[config.mk]
export PLATFORM = sky130hd
export DESIGN_NAME = unibus_master_arb_flat
export DESIGN_NICKNAME = d
export VERILOG_FILES = /design/src/rtl/unibus_master_arb_if.sv /design/src/rtl/unibus_master_arb.sv /design/src/flat_wrapper.sv
export SDC_FILE = /design/constraint.sdc
export NUM_CORES = 1
export LEC_CHECK = 0
export BUFFER_PORTS_ARGS = -buffer_cell sky130_fd_sc_hd__buf_2
export CORE_MARGIN = 2
export CORE_UTILIZATION = 30
export CTS_CLUSTER_DIAMETER = 120
export DETAILED_ROUTE_END_ITERATION = 10
export SETUP_SLACK_MARGIN = 0.05
export SYNTH_ARGS = -nofsm -noshare
export SYNTH_HDL_FRONTEND = slang
export SYNTH_SLANG_ARGS = --single-unit
[constraint.sdc]
create_clock -name clk -period 2.4 [get_ports clk]
set_input_delay 0.36 -clock clk [delete_from_list [all_inputs] [get_ports clk]]
set_output_delay 0.36 -clock clk [all_outputs]
set_load 0.03 [all_outputs]
[src/rtl/unibus_master_arb_if.sv]
// Requester and UNIBUS-side signal bundle for unibus_master_arb.
// The master modport is taken by the arbiter. The slave modport is taken by the requesters and bus slaves.
interface unibus_master_arb_if;
    localparam int unsigned AW = 18;
    localparam int unsigned DW = 16;

    logic [1:0]    req;
    logic [1:0]    we;
    logic [1:0]    bytem;
    logic [AW-1:0] addr0;
    logic [AW-1:0] addr1;
    logic [DW-1:0] wdata0;
    logic [DW-1:0] wdata1;
    logic [1:0]    ack;
    logic          err;
    logic [DW-1:0] rdata;
    logic          bus_init;
    logic [AW-1:0] bus_addr;
    logic [DW-1:0] bus_d_out;
    logic [DW-1:0] bus_d_in;
    logic          bus_msyn;
    logic          bus_ssyn;
    logic          bus_c0;
    logic          bus_c1;

    modport master (
        input  req, we, bytem, addr0, addr1, wdata0, wdata1, bus_d_in, bus_ssyn,
        output ack, err, rdata, bus_init, bus_addr, bus_d_out, bus_msyn, bus_c0, bus_c1
    );

    modport slave (
        output req, we, bytem, addr0, addr1, wdata0, wdata1, bus_d_in, bus_ssyn,
        input  ack, err, rdata, bus_init, bus_addr, bus_d_out, bus_msyn, bus_c0, bus_c1
    );
endinterface

[src/rtl/unibus_master_arb.sv]
// Two-port (0 = DMA, 1 = CPU) round-robin UNIBUS master that runs DATI/DATO/DATOB cycles.
// It uses the msyn/ssyn handshake and generates bus_init after reset.
// Optional feature macro UNIBUS_TIMEOUT_EN: when it is defined, a cycle aborts with err=1 if no ssyn
// arrives within TIMEOUT cycles. When it is undefined, MSYN waits indefinitely and err stays 0.
module unibus_master_arb #(
    parameter int unsigned DESKEW   = 2,
    parameter int unsigned TIMEOUT  = 64,
    parameter int unsigned INIT_LEN = 8
) (
    input  logic                clk,
    input  logic                reset,
    unibus_master_arb_if.master bus
);
    localparam int unsigned AW      = 18;
    localparam int unsigned DW      = 16;
    localparam int unsigned MAX_A   = (DESKEW > INIT_LEN) ? DESKEW : INIT_LEN;
    localparam int unsigned CNT_MAX = (TIMEOUT > MAX_A) ? TIMEOUT : MAX_A;
    localparam int unsigned CNT_W   = $clog2(CNT_MAX + 1);

    localparam logic [2:0] S_INIT  = 3'd0;
    localparam logic [2:0] S_IDLE  = 3'd1;
    localparam logic [2:0] S_SETUP = 3'd2;
    localparam logic [2:0] S_MSYN  = 3'd3;
    localparam logic [2:0] S_END   = 3'd4;

    logic [2:0]       state_q, state_d;
    logic [CNT_W-1:0] cnt_q, cnt_d;
    logic             gnt_q, gnt_d;
    logic             rr_q, rr_d;
    logic             abort_q, abort_d;
    logic             init_q, init_d;
    logic             msyn_q, msyn_d;
    logic             c0_q, c0_d;
    logic             c1_q, c1_d;
    logic [AW-1:0]    addr_q, addr_d;
    logic [DW-1:0]    dout_q, dout_d;
    logic [DW-1:0]    rdata_q, rdata_d;
    logic [1:0]       ack_q, ack_d;
    logic             err_q, err_d;
    logic             sel;
    logic             sel_we;
    logic             sel_bytem;

    assign bus.bus_init  = init_q;
    assign bus.bus_msyn  = msyn_q;
    assign bus.bus_c0    = c0_q;
    assign bus.bus_c1    = c1_q;
    assign bus.bus_addr  = addr_q;
    assign bus.bus_d_out = dout_q;
    assign bus.rdata     = rdata_q;
    assign bus.ack       = ack_q;
    assign bus.err       = err_q;

    // State and registered outputs; reset clears msyn asynchronously and restarts INIT
    always_ff @(posedge clk or posedge reset) begin
        if (reset) begin
            state_q <= S_INIT;
            cnt_q   <= '0;
            gnt_q   <= 1'b0;
            rr_q    <= 1'b0;
            abort_q <= 1'b0;
            init_q  <= 1'b1;
            msyn_q  <= 1'b0;
            c0_q    <= 1'b0;
            c1_q    <= 1'b0;
            addr_q  <= '0;
            dout_q  <= '0;
            rdata_q <= '0;
            ack_q   <= '0;
            err_q   <= 1'b0;
        end else begin
            state_q <= state_d;
            cnt_q   <= cnt_d;
            gnt_q   <= gnt_d;
            rr_q    <= rr_d;
            abort_q <= abort_d;
            init_q  <= init_d;
            msyn_q  <= msyn_d;
            c0_q    <= c0_d;
            c1_q    <= c1_d;
            addr_q  <= addr_d;
            dout_q  <= dout_d;
            rdata_q <= rdata_d;
            ack_q   <= ack_d;
            err_q   <= err_d;
        end
    end

    // Next-state and next-output logic; ack/err are single-cycle pulses
    always_comb begin
        state_d   = state_q;
        cnt_d     = cnt_q;
        gnt_d     = gnt_q;
        rr_d      = rr_q;
        abort_d   = abort_q;
        init_d    = init_q;
        msyn_d    = msyn_q;
        c0_d      = c0_q;
        c1_d      = c1_q;
        addr_d    = addr_q;
        dout_d    = dout_q;
        rdata_d   = rdata_q;
        ack_d     = 2'b00;
        err_d     = 1'b0;
        sel       = (bus.req == 2'b11) ? rr_q : bus.req[1];
        sel_we    = bus.we[sel];
        sel_bytem = bus.bytem[sel];

        case (state_q)
            S_INIT: begin
                if (cnt_q == CNT_W'(INIT_LEN - 1)) begin
                    init_d  = 1'b0;
                    cnt_d   = '0;
                    state_d = S_IDLE;
                end else begin
                    cnt_d = cnt_q + CNT_W'(1);
                end
            end
            S_IDLE: begin
                if (bus.req != 2'b00) begin
                    gnt_d   = sel;
                    abort_d = 1'b0;
                    addr_d  = sel ? bus.addr1 : bus.addr0;
                    c1_d    = sel_we;
                    c0_d    = sel_we & sel_bytem;
                    dout_d  = sel_we ? (sel ? bus.wdata1 : bus.wdata0) : DW'(0);
                    cnt_d   = '0;
                    state_d = S_SETUP;
                end
            end
            S_SETUP: begin
                if (cnt_q == CNT_W'(DESKEW - 1)) begin
                    msyn_d  = 1'b1;
                    cnt_d   = '0;
                    state_d = S_MSYN;
                end else begin
                    cnt_d = cnt_q + CNT_W'(1);
                end
            end
            S_MSYN: begin
                if (bus.bus_ssyn) begin
                    if (!c1_q) begin
                        rdata_d = bus.bus_d_in;
                    end
                    msyn_d  = 1'b0;
                    state_d = S_END;
                end
`ifdef UNIBUS_TIMEOUT_EN
                else if (cnt_q == CNT_W'(TIMEOUT - 1)) begin
                    msyn_d  = 1'b0;
                    abort_d = 1'b1;
                    state_d = S_END;
                end else begin
                    cnt_d = cnt_q + CNT_W'(1);
                end
`endif
            end
            S_END: begin
                if (!bus.bus_ssyn) begin
                    ack_d   = gnt_q ? 2'b10 : 2'b01;
                    err_d   = abort_q;
                    abort_d = 1'b0;
                    addr_d  = '0;
                    dout_d  = '0;
                    c0_d    = 1'b0;
                    c1_d    = 1'b0;
                    rr_d    = ~gnt_q;
                    state_d = S_IDLE;
                end
            end
            default: begin
                state_d = S_INIT;
                init_d  = 1'b1;
                cnt_d   = '0;
            end
        endcase
    end
endmodule

[src/flat_wrapper.sv]
// flat-port wrapper written by rule: the top's interface ports become plain ports
module unibus_master_arb_flat 
#(
    parameter int unsigned DESKEW   = 2,
    parameter int unsigned TIMEOUT  = 64,
    parameter int unsigned INIT_LEN = 8
)
  (clk, reset, bus_req, bus_we, bus_bytem, bus_addr0, bus_addr1, bus_wdata0, bus_wdata1, bus_bus_d_in, bus_bus_ssyn, bus_ack, bus_err, bus_rdata, bus_bus_init, bus_bus_addr, bus_bus_d_out, bus_bus_msyn, bus_bus_c0, bus_bus_c1);
  unibus_master_arb_if bus_i ();
  input  logic clk;
  input  logic reset;
  input wire logic [$bits(bus_i.req)-1:0] bus_req;
  input wire logic [$bits(bus_i.we)-1:0] bus_we;
  input wire logic [$bits(bus_i.bytem)-1:0] bus_bytem;
  input wire logic [$bits(bus_i.addr0)-1:0] bus_addr0;
  input wire logic [$bits(bus_i.addr1)-1:0] bus_addr1;
  input wire logic [$bits(bus_i.wdata0)-1:0] bus_wdata0;
  input wire logic [$bits(bus_i.wdata1)-1:0] bus_wdata1;
  input wire logic [$bits(bus_i.bus_d_in)-1:0] bus_bus_d_in;
  input wire logic [$bits(bus_i.bus_ssyn)-1:0] bus_bus_ssyn;
  output wire logic [$bits(bus_i.ack)-1:0] bus_ack;
  output wire logic [$bits(bus_i.err)-1:0] bus_err;
  output wire logic [$bits(bus_i.rdata)-1:0] bus_rdata;
  output wire logic [$bits(bus_i.bus_init)-1:0] bus_bus_init;
  output wire logic [$bits(bus_i.bus_addr)-1:0] bus_bus_addr;
  output wire logic [$bits(bus_i.bus_d_out)-1:0] bus_bus_d_out;
  output wire logic [$bits(bus_i.bus_msyn)-1:0] bus_bus_msyn;
  output wire logic [$bits(bus_i.bus_c0)-1:0] bus_bus_c0;
  output wire logic [$bits(bus_i.bus_c1)-1:0] bus_bus_c1;
  assign bus_i.req = bus_req;
  assign bus_i.we = bus_we;
  assign bus_i.bytem = bus_bytem;
  assign bus_i.addr0 = bus_addr0;
  assign bus_i.addr1 = bus_addr1;
  assign bus_i.wdata0 = bus_wdata0;
  assign bus_i.wdata1 = bus_wdata1;
  assign bus_i.bus_d_in = bus_bus_d_in;
  assign bus_i.bus_ssyn = bus_bus_ssyn;
  assign bus_ack = bus_i.ack;
  assign bus_err = bus_i.err;
  assign bus_rdata = bus_i.rdata;
  assign bus_bus_init = bus_i.bus_init;
  assign bus_bus_addr = bus_i.bus_addr;
  assign bus_bus_d_out = bus_i.bus_d_out;
  assign bus_bus_msyn = bus_i.bus_msyn;
  assign bus_bus_c0 = bus_i.bus_c0;
  assign bus_bus_c1 = bus_i.bus_c1;
  unibus_master_arb #(.DESKEW(DESKEW), .TIMEOUT(TIMEOUT), .INIT_LEN(INIT_LEN)) u_core (.clk(clk), .reset(reset), .bus(bus_i));
endmodule
==> results.ini, run 1 <==
[die]
coreArea_um2 = 10320
row_count = 37
io_pins = 150
initial_core_util_pct = 30.95
dieArea_um2 = 11490
die_x_um = 107.2
die_h_um = 107.2

[clock_network]
cts.reportedPaths.clkPinSlew_ps = 80
ctsHoldBuffers = 0
cts_buffers = 9
clockBufferDepth = 2
post_cts_buffers = 0
cts_tree = yes
root_buffer = clkbuf_8
cts_resized = 0
clk_latency_ps = 350
clock-sinks = 68
htreeDepth = 3

[yosys]
synth_seq_cells = 68
synthFlopType = dfrtp_1
syn_area_per_cell_um2 = 11.06
synth.distinct_cells = 43
syn-num-nets = 384
yosysSeqAreaShare_pct = 53.29
syn_inst = 289
synth-simple-area-share_pct = 11.98
yosys_warnings = 0
synth_adder_area_share_pct = 0.7831
muxShareOfSynthArea_pct = 16.91
synthXorXnorAreaFrac_pct = 0.5482
ys_async_sr_fraction_pct = 100.0
synth_compound_area_share_pct = 11.28
synth_area_um2 = 3196
synth_top_family_by_area = multiplexers
synth_edf_count = 0

[routing]
drt-pass1-iter-count = 4
drt_iter0_markers = 99
wirelength_mm = 8.163
ant_nets = 0
vias_per_cell = 4.630
drc = 0
dr_total_vias = 2690
wire_per_inst_um = 14.05

[sta]
tightest_slew_ps = 655.2
setup_violations = 0
hold_violations = 0
period_needed_ps = 1819
fin_worst_skew_ps = 11.63
slew_violations = 0
fmax_ghz = 0.5497
rsz0062_at_grt = no
final.period_utilization_pct = 75.80
max-slew-margin-rel_pct = 56.32
setup_total_negative_slack_ps = 0

[grt]
grt_pass1_wl_mm = 12.83
grt-ovfl-total = 0
gr-usage-all-layers_pct = 14.35
grt_max_degree = 31
grt_pass1_vias = 2709
antenna_found_initial = 0

[worst_setup_path]
crit_fanout = 24
required_ps = 2610
cp.arrival_ps = 2030
cp-end-kind = flop
critPathMaxStageDelay_ps = 550
path_cells = or4b_4, o31a_1, buf_12, nand2_1, o21ai_0
cpMaxStageDelayCell = or4b_4
worstSetupStartpointType = flop
criticalPathCategory = reg2reg

[pwr]
finalPower_uw = 5155
p_per_area_nw_per_um2 = 1213
leakage_uw = 0.002287
peakVddDrop_uv = 502.5

[final_layout]
n_antenna_cell = 0
area_growth_pct = 33.01
final_cells = 581
final_area_um2 = 4250
fill_cells = 1019
drive_above_1_share_pct = 44.04
nets = 535
utilization_pct = 41.17

[placement]
dp_hpwl_mm = 6.108
dpl.cell_count = 565
gp_congestion = 0.7651
placed_area_um2 = 4083
io_buffers = 148

[run]
drv_cap = 0

[worst_hold_path]
hold_path.class = in2async

[run_status]
outcome = complete, no violations

cell type report:
cell class / instances / area [um^2] / area share [%]
Clock buffer: 9 / 123.9 / 2.914
Timing Repair Buffer: 157 / 845.8 / 19.90
Multi-Input combinational cell: 198 / 1341 / 31.56
Sequential cell: 68 / 1703 / 40.06
Inverter: 6 / 22.52 / 0.5299
Clock inverter: 7 / 43.79 / 1.030
Tap cell: 136 / 170.2 / 4.004
cell usage after synthesis (2+ instances only):
master / number / share of area, %
a21oi_1: 7 / 1.1
nand2b_1: 2 / 0.39
o21ai_1: 29 / 4.5
and4_1: 2 / 0.55
nand3_1: 3 / 0.47
xnor2_1: 2 / 0.55
o21ai_0: 12 / 1.9
buf_6: 7 / 2.5
mux2_2: 16 / 5.6
buf_2: 4 / 0.63
o21bai_1: 2 / 0.47
buf_4: 5 / 1.2
mux2i_1: 36 / 11
inv_1: 6 / 0.70
dfrtp_1: 67 / 52
nor2b_1: 2 / 0.39
a211oi_1: 4 / 0.94
nand2_1: 41 / 4.8
nor4_1: 3 / 0.59
nor3_1: 3 / 0.47
a21o_1: 2 / 0.47
nor2_1: 12 / 1.4
ha_1: 2 / 0.78
report_power, final:
part | total [uW] | switching, uW | internal, uW
Sequential | 1850 | 253 | 1600
Combinational | 2470 | 1610 | 859
Clock | 826 | 457 | 368
Total | 5150 | 2330 | 2830
cell usage in the layout (no fill, tap or decap), drive strengths merged, types with 2 or more instances in the layout:
master	count
o21bai	2
a21oi	7
clkbuf	9
mux2	16
clkinv	5
buf	157
ha	2
nand2b	2
nor2	12
nor4	3
a21o	2
and4	2
nand3	3
nand2	41
nor2b	3
nor3	3
mux2i	36
clkinvlp	2
inv	6
o21ai	41
dfrtp	67
xnor2	2
a211oi	4
per-stage QoR:
stage | hold slack [ps] | worst slack, ps
2_1_floorplan | 425.9 | 330.1
5_1_grt | 90.14 | 438.3
4_1_cts | 72.72 | 565.7
3_3_place_gp | 446.6 | 518.5
6_report | 55.10 | 580.8
3_5_place_dp | 457.2 | 496.1
critical path, delay by kind of cell (launching register included):
| family | cells | cell delay (ps) |
|---|---|---|
| flip-flops | 1 | 390 |
| AO/OA/AOI/OAI | 2 | 410 |
| AND/OR/NAND/NOR | 2 | 610 |
| buffers and inverters | 1 | 260 |
per-layer routing:
layer / up-vias / track usage [%] / part of all wire (%) / wire length (um)
li1: 1311 / - / - / -
met1: 1278 / 17.12 / 43 / 3487
met5: - / 0 / 0 / 0
met4: 0 / 5.195 / 1.1 / 91
met2: 92 / 24.55 / 49 / 3961
met3: 9 / 4.073 / 7.6 / 623
state kept, by name, indices dropped and copies added, names as in the netlist, 2 cells and up:
signal / cells
u_core.bus.bus_addr: 18
u_core.bus.bus_d_out: 16
u_core.bus.rdata: 16
u_core.cnt_q: 7
u_core.state_q: 3
u_core.bus.ack: 2
logic make-up (layout without fill, tap and decap cells):
| group | Yosys count | after routing |
|---|---|---|
| AO/OA/AOI/OAI | 64 | 64 |
| buffers and inverters | 23 | 179 |
| other | 1 | 1 |
| adder cells (fa/ha/maj) | 2 | 2 |
| multiplexers | 52 | 52 |
| XOR/XNOR | 2 | 2 |
| AND/OR/NAND/NOR | 77 | 77 |
| flip-flops | 68 | 68 |
final timing paths:
check	start	endpoint	slack [ps]	cells past startpoint
worst max-delay path	u_core.state_q[0]	u_core.bus.bus_addr[16]	580	5
min in group clk	bus_bus_d_in[10]	u_core.bus.rdata[10]	230	2
worst min-delay path	reset	u_core.bus.rdata[4]	60	2
max in group asynchronous	reset	u_core.bus.bus_init	1710	3
worst max register to register	u_core.state_q[0]	u_core.bus.bus_addr[16]	580	5
worst min register to register	u_core.bus.bus_d_out[15]	u_core.bus.bus_d_out[15]	480	2
Note: power is estimated with default switching activity, not from simulation.
==> inputs of run 2 (changes only) <==
--- a/config.mk
+++ b/config.mk
@@ -5,6 +5,7 @@
 export SDC_FILE = /design/constraint.sdc
 export NUM_CORES = 1
 export LEC_CHECK = 0
+export ABC_AREA = 1
 export BUFFER_PORTS_ARGS = -buffer_cell sky130_fd_sc_hd__buf_2
 export CORE_MARGIN = 2
 export CORE_UTILIZATION = 30
==> constraint.sdc (replaced) <==
create_clock -name clk -period 1.8 [get_ports clk]
set_input_delay 0.27 -clock clk [delete_from_list [all_inputs] [get_ports clk]]
set_output_delay 0.27 -clock clk [all_outputs]
set_load 0.03 [all_outputs]
==> results.ini, run 2 <==
[final_layout]
final_common_cell = buf_2
area_growth_pct = 34.07
drive_above_1_share_pct = 35.58  ; -8.5 points
final_cells = 740  ; +27%
largest_reg_flops = 18  ; unchanged
most-common-layout-cells = 148 x buf_2, 122 x nand2_1, 67 x dfrtp_1, 59 x nand3_1, 37 x nor2_1
fill_cells = 1215  ; +19%
nets = 683  ; +28%
n_antenna_cell = 0  ; unchanged

[worst_setup_path]
required_ps = 2030  ; -580 ps
startpoint = u_core.state_q[2]
cp-end-kind = flop
r2r_setup_slack_ps = 210  ; -370 ps
crit_end = u_core.bus.bus_addr[14]
crit_fanout = 37  ; +54%
criticalPathCategory = reg2reg
cp.arrival_ps = 1820  ; -210 ps
r2r-end = u_core.bus.bus_addr[14]
r2r_cells = 5  ; unchanged
worstSetupStartpointType = flop
r2r_start = u_core.state_q[2]

[run]
drv_cap = 0  ; unchanged

[sta]
setup_total_negative_slack_ps = 0  ; unchanged
fmax_ghz = 0.6277  ; +14%
hold_violations = 0  ; unchanged
rsz0062_at_grt = no
max-slew-margin-rel_pct = 66.54  ; +10 points
final.period_utilization_pct = 88.50  ; +13 points
slew_violations = 0  ; unchanged
period_needed_ps = 1593  ; -226.2 ps
tightest_slew_ps = 500.8  ; -154.4 ps
setup_slack_ps = 207.0  ; -373.8 ps
fin_worst_skew_ps = 7.334  ; -4.297 ps
holdWs_ps = 189.7  ; +134.6 ps
setup_violations = 0  ; unchanged

[yosys]
synth_top_area_share_pct = 46.45  ; -6.0 points
synthFlopType = dfrtp_1
synth_common_cells = 122 x nand2_1, 67 x dfrtp_1, 60 x nand3_1
yosysSeqAreaShare_pct = 47.18  ; -6.1 points
yosys_warnings = 0  ; unchanged
syn-num-nets = 537  ; +40%
synth_seq_cells = 68  ; unchanged
synth_area_leaders = dfrtp_1 46%, nand2_1 13%, nand3_1 8.3%
syn_inst = 442  ; +53%
yosys.area.top_type = dfrtp_1
ys_async_sr_fraction_pct = 100.0  ; unchanged
synth_most_common_cell = nand2_1
synth_edf_count = 0  ; unchanged
synth.distinct_cells = 29  ; -33%
syn_area_per_cell_um2 = 8.167  ; -26%
synth_area_um2 = 3610  ; +13%

[die]
die_h_um = 113.7  ; +6.0%
row_count = 40  ; +8.1%
initial_core_util_pct = 30.43  ; -0.52 points
io_pins = 150  ; unchanged
coreArea_um2 = 11860  ; +15%
dieArea_um2 = 12930  ; +12%
die_x_um = 113.7  ; +6.0%

[clock_network]
clock-sinks = 68  ; unchanged
clk_latency_ps = 330  ; -20 ps
post_cts_buffers = 0  ; unchanged
cts_tree = yes
cts.reportedPaths.clkPinSlew_ps = 60  ; -20 ps
htreeDepth = 3  ; unchanged
root_buffer = clkbuf_16
cts_buffers = 9  ; unchanged
clockBufferDepth = 2  ; unchanged

[worst_hold_path]
hp-start = bus_bus_d_in[6]
hold_path.class = in2reg

[routing]
dr_total_vias = 3428  ; +27%
drc = 0  ; unchanged
vias_per_cell = 4.632  ; about the same
drt-pass1-iter-count = 4  ; unchanged
ant_nets = 0  ; unchanged
wire_per_inst_um = 12.98  ; -7.6%
wirelength_mm = 9.606  ; +18%
drt_iter0_markers = 114  ; +15%

[grt]
grt_pass1_vias = 3426  ; +26%
grt-ovfl-total = 0  ; unchanged
grt_max_degree = 38  ; +23%
grt_pass1_wl_mm = 15.78  ; +23%
gr-usage-all-layers_pct = 15.36  ; +1.0 points
antenna_found_initial = 0  ; unchanged

[pwr]
peakVddDrop_uv = 522.1  ; +3.9%
pwr-share-comb_pct = 44.0  ; -4.0 points
switching_power_uw = 3560  ; +53%
p_per_area_nw_per_um2 = 1698  ; +40%
p_seq_share_pct = 31.2  ; -4.8 points
swShare_pct = 43.32  ; -1.8 points
intPower_uw = 4659  ; +65%
p_clk_share_pct = 24.8  ; +8.8 points
leakage_uw = 0.002707  ; +18%

[placement]
place_ws_ps = 148.6  ; -347.5 ps
gp_congestion = 0.8289  ; +8.3%
io_buffers = 148  ; unchanged
dpl.cell_count = 723  ; +28%
dp_hpwl_mm = 6.971  ; +14%

[run_status]
outcome = complete, no violations

run 2: cell types whose count changed after synthesis, moves of 12 or more:
cell     before  now
a21oi_1       7   20
mux2_2       16    0
inv_1         6   37
nand2_1      41  122
mux2i_1      36    0
o21ai_0      12   25
nor2_1       12   37
nand3_1       3   60
o31ai_2       0   12
nand3_2       0   14
o21ai_1      29    0
run 2: routing by layer:
metal  global-route usage (%)  wire length (um)  up-vias
li1                         -                 -     1735
met1                    19.20              4257     1578
met2                    25.83              4687      102
met3                    3.348               468       13
met4                    6.423               193        0
met5                        0                 0        -
run 2: how the worst min path moves through the flow:
| stage | to | slack [ps] | cells after the start |
|---|---|---|---|
| after floorplan | u_core.bus.rdata[10] | 420 | 2 |
| after detailed placement | u_core.bus.bus_addr[13] | 330 | 2 |
| final | u_core.bus.rdata[6] | 190 | 3 |
| after global routing | u_core.bus.rdata[2] | 200 | 3 |
| after global placement | u_core.bus.rdata[2] | 320 | 2 |
| after CTS | u_core.bus.rdata[6] | 180 | 3 |
run 2: final cells by class:
class	count	area, um^2	area share (%)
tap	147	183.9	3.800
inverter	38	146.4	3.025
clock buffer	9	225.2	4.654
multi-input combinational	309	1580	32.65
timing repair buffer	162	877.1	18.12
sequential	68	1703	35.19
clock inverter	7	123.9	2.559
run 2: cells by family after synthesis:
logic type / after synthesis / synth area share (%)
and+or+nand+nor: 237 / 29.81
adders and majority gates: 2 / 0.6931
AOI/OAI and AO/OA: 67 / 12.55
DFF: 68 / 47.18
other: 1 / 0.1039
buffers and inverters: 65 / 9.185
xor gates and xnor gates: 2 / 0.4854
run 2: power by group through the flow:
stage	clock (uW)	sequential (uW)	combinational, uW
6_report	2040	2560	3620
3_5_place_dp	0	2570	3660
5_1_grt	2180	2640	3980
4_1_cts	2090	2570	3660
3_3_place_gp	0	2570	3570
2_1_floorplan	0	3530	1720
run 2: repair_timing:
action / CTS / global route
hold endpoints to repair: 19 / 0
setup endpoints to repair: 0 / 2
hold buffers: 1 / 0
resized for setup: 0 / 1
run 2: stage by stage:
stage / utilization (%) / instance area [um^2] / power (uW)
finish: 40.80 / 4840 / 8219
global route: 40.80 / 4840 / 8801
CTS: 40.77 / 4836 / 8315
detailed placement: 37.74 / 4477 / 6232
global placement: 37.74 / 4477 / 6136
floorplan: - / 3613 / 5252
run 2: critical path, cell delays in order (launching register included):
cell	delay, ps
dfrtp_1	460
inv_2	140
nand3_2	90
or2_2	350
buf_6	220
o31ai_1	230
==> inputs of run 3 (changes only) <==
--- a/config.mk
+++ b/config.mk
@@ -5,7 +5,6 @@
 export SDC_FILE = /design/constraint.sdc
 export NUM_CORES = 1
 export LEC_CHECK = 0
-export ABC_AREA = 1
 export BUFFER_PORTS_ARGS = -buffer_cell sky130_fd_sc_hd__buf_2
 export CORE_MARGIN = 2
 export CORE_UTILIZATION = 30
==> results.ini, run 3 (synthesis results as in run 1) <==
[final_layout]
drive_above_1_share_pct = 45.11  ; +9.5 points
multi_input_area_um2 = 1356  ; -14%
fill_cells = 1013  ; -17%
utilization_pct = 42.36  ; +1.6 points
final_common_cell = buf_2
final_area_um2 = 4373  ; -9.6%
most-common-layout-cells = 148 x buf_2, 66 x dfrtp_1, 41 x nand2_1, 36 x mux2i_1, 29 x o21ai_1
area_growth_pct = 36.84
n_antenna_cell = 0  ; unchanged
largest_reg_flops = 18  ; unchanged
nets = 540  ; -21%
regArea_um2 = 1704  ; about the same

[clock_network]
clk_latency_ps = 330  ; about the same
cts_buffers = 9  ; unchanged
cts.reportedPaths.clkPinSlew_ps = 70  ; about the same
htreeDepth = 3  ; unchanged
clockBufferDepth = 2  ; unchanged
root_buffer = clkbuf_8
clock-sinks = 68  ; unchanged
cts_tree = yes

[sta]
final.period_utilization_pct = 92.33  ; +3.8 points
rsz0062_at_grt = no
period_needed_ps = 1662  ; +68.87 ps
fmax_ghz = 0.6017  ; -4.1%
setup_total_negative_slack_ps = 0  ; unchanged
setup_slack_ps = 138.1  ; -68.87 ps
slew_violations = 0  ; unchanged
hold_violations = 0  ; unchanged
fin_worst_skew_ps = 7.940  ; +0.6066 ps
setup_violations = 0  ; unchanged

[die]
coreArea_um2 = 10320  ; -13%
initial_core_util_pct = 30.95  ; +0.52 points
dieArea_um2 = 11490  ; -11%
die_h_um = 107.2  ; -5.7%
row_count = 37  ; -7.5%
io_pins = 150  ; unchanged
die_x_um = 107.2  ; -5.7%

[routing]
ant_nets = 0  ; unchanged
dr_total_vias = 2696  ; -21%
drt_iter0_markers = 101  ; -11%
vias_per_cell = 4.601  ; -0.69%
drt-pass1-iter-count = 5  ; +1
drc = 0  ; unchanged
wire_per_inst_um = 13.40  ; +3.2%
wirelength_mm = 7.853  ; -18%

[run_status]
outcome = complete, no violations

[pwr]
leakage_uw = 0.002338  ; -14%
p_per_area_nw_per_um2 = 1680  ; -1.1%
peakVddDrop_uv = 667.2  ; +28%
finalPower_uw = 7347  ; -11%

[placement]
placed_area_um2 = 4124  ; -7.9%
dp_hpwl_mm = 5.836  ; -16%
gp_congestion = 0.8261  ; -0.34%
place_ws_ps = 89.91  ; -58.73 ps
io_buffers = 148  ; unchanged

[worst_setup_path]
criticalPathCategory = reg2reg
r2r_setup_slack_ps = 140  ; -70 ps
crit_cells = 5  ; unchanged
r2r_start = u_core.state_q[1]
path_cells = or4b_4, o31a_1, buf_12, nand2_1, o21ai_0
crit_fanout = 31  ; -16%
critPathMaxStageDelay_ps = 550  ; +90 ps
crit_family = simple AND/OR/NAND/NOR gates
required_ps = 2000  ; -30 ps
cpMaxStageDelayCell = or4b_4
r2r_cells = 5  ; unchanged
worstSetupStartpointType = flop
startpoint = u_core.state_q[1]
r2r-end = u_core.bus.bus_c0
cp_num_buf_inv = 1  ; -1
cp-end-kind = flop
cp.arrival_ps = 1860  ; +40 ps
crit_end = u_core.bus.bus_c0

[grt]
gr-usage-all-layers_pct = 13.47  ; -1.9 points
grt_pass1_vias = 2667  ; -22%
antenna_found_initial = 0  ; unchanged
grt_pass1_wl_mm = 12.21  ; -23%
grt-ovfl-total = 0  ; unchanged
grt_max_degree = 69  ; +82%

[worst_hold_path]
hold_path.class = in2async

[run]
drv_cap = 0  ; unchanged

-- run 3: worst min path at each step --
| stage | from | end | slack [ps] |
|---|---|---|---|
| after floorplan | bus_bus_ssyn | u_core.state_q[2] | 410 |
| after global placement | reset | u_core.bus.bus_d_out[14] | 400 |
| after detailed placement | reset | u_core.bus.bus_d_out[12] | 400 |
| after CTS | reset | u_core.bus.rdata[6] | 30 |
| after global routing | reset | u_core.bus.bus_addr[0] | 40 |
| final | reset | u_core.bus.bus_d_out[12] | 30 |
-- run 3: per-layer routing --
layer / wire length, um / global-route usage [%]
met3: 644 / 4.073
met2: 3801 / 23.42
met1: 3343 / 15.86
met5: 0 / 0
met4: 63 / 4.267
-- run 3: what timing repair did --
| action | in CTS | in global routing |
|---|---|---|
| endpoints found under the hold margin | 0 | 0 |
| setup endpoints to repair | 0 | 17 |
| hold buffers | 0 | 0 |
| setup buffers | 0 | 0 |
| resized for setup | 0 | 5 |
-- run 3: report_power, final --
group          switching (uW)  internal [uW]  total (uW)
clock                     572            923        1500
combinational            2140           1200        3350
sequential                366           2140        2510
total                    3080           4270        7350
-- run 3: layout make-up --
cell class,count,share of cell area (%)
Clock inverter,4,2.232
Inverter,6,0.6009
Clock buffer,12,3.090
Tap cell,136,3.891
Multi-Input combinational cell,198,31.02
Sequential cell,68,38.97
Timing Repair Buffer,162,20.20
-- run 3: stage by stage --
step	hold WS, ps	instances
after floorplan	411.6	289
after global placement	402.4	570
after detailed placement	402.6	570
after CTS	25.61	586
after global routing	35.01	586
final	25.78	586
-- run 3: tightest hold or removal path, delay by kind of cell --
family	cells	cell delay, ps
buf+inv	3	490
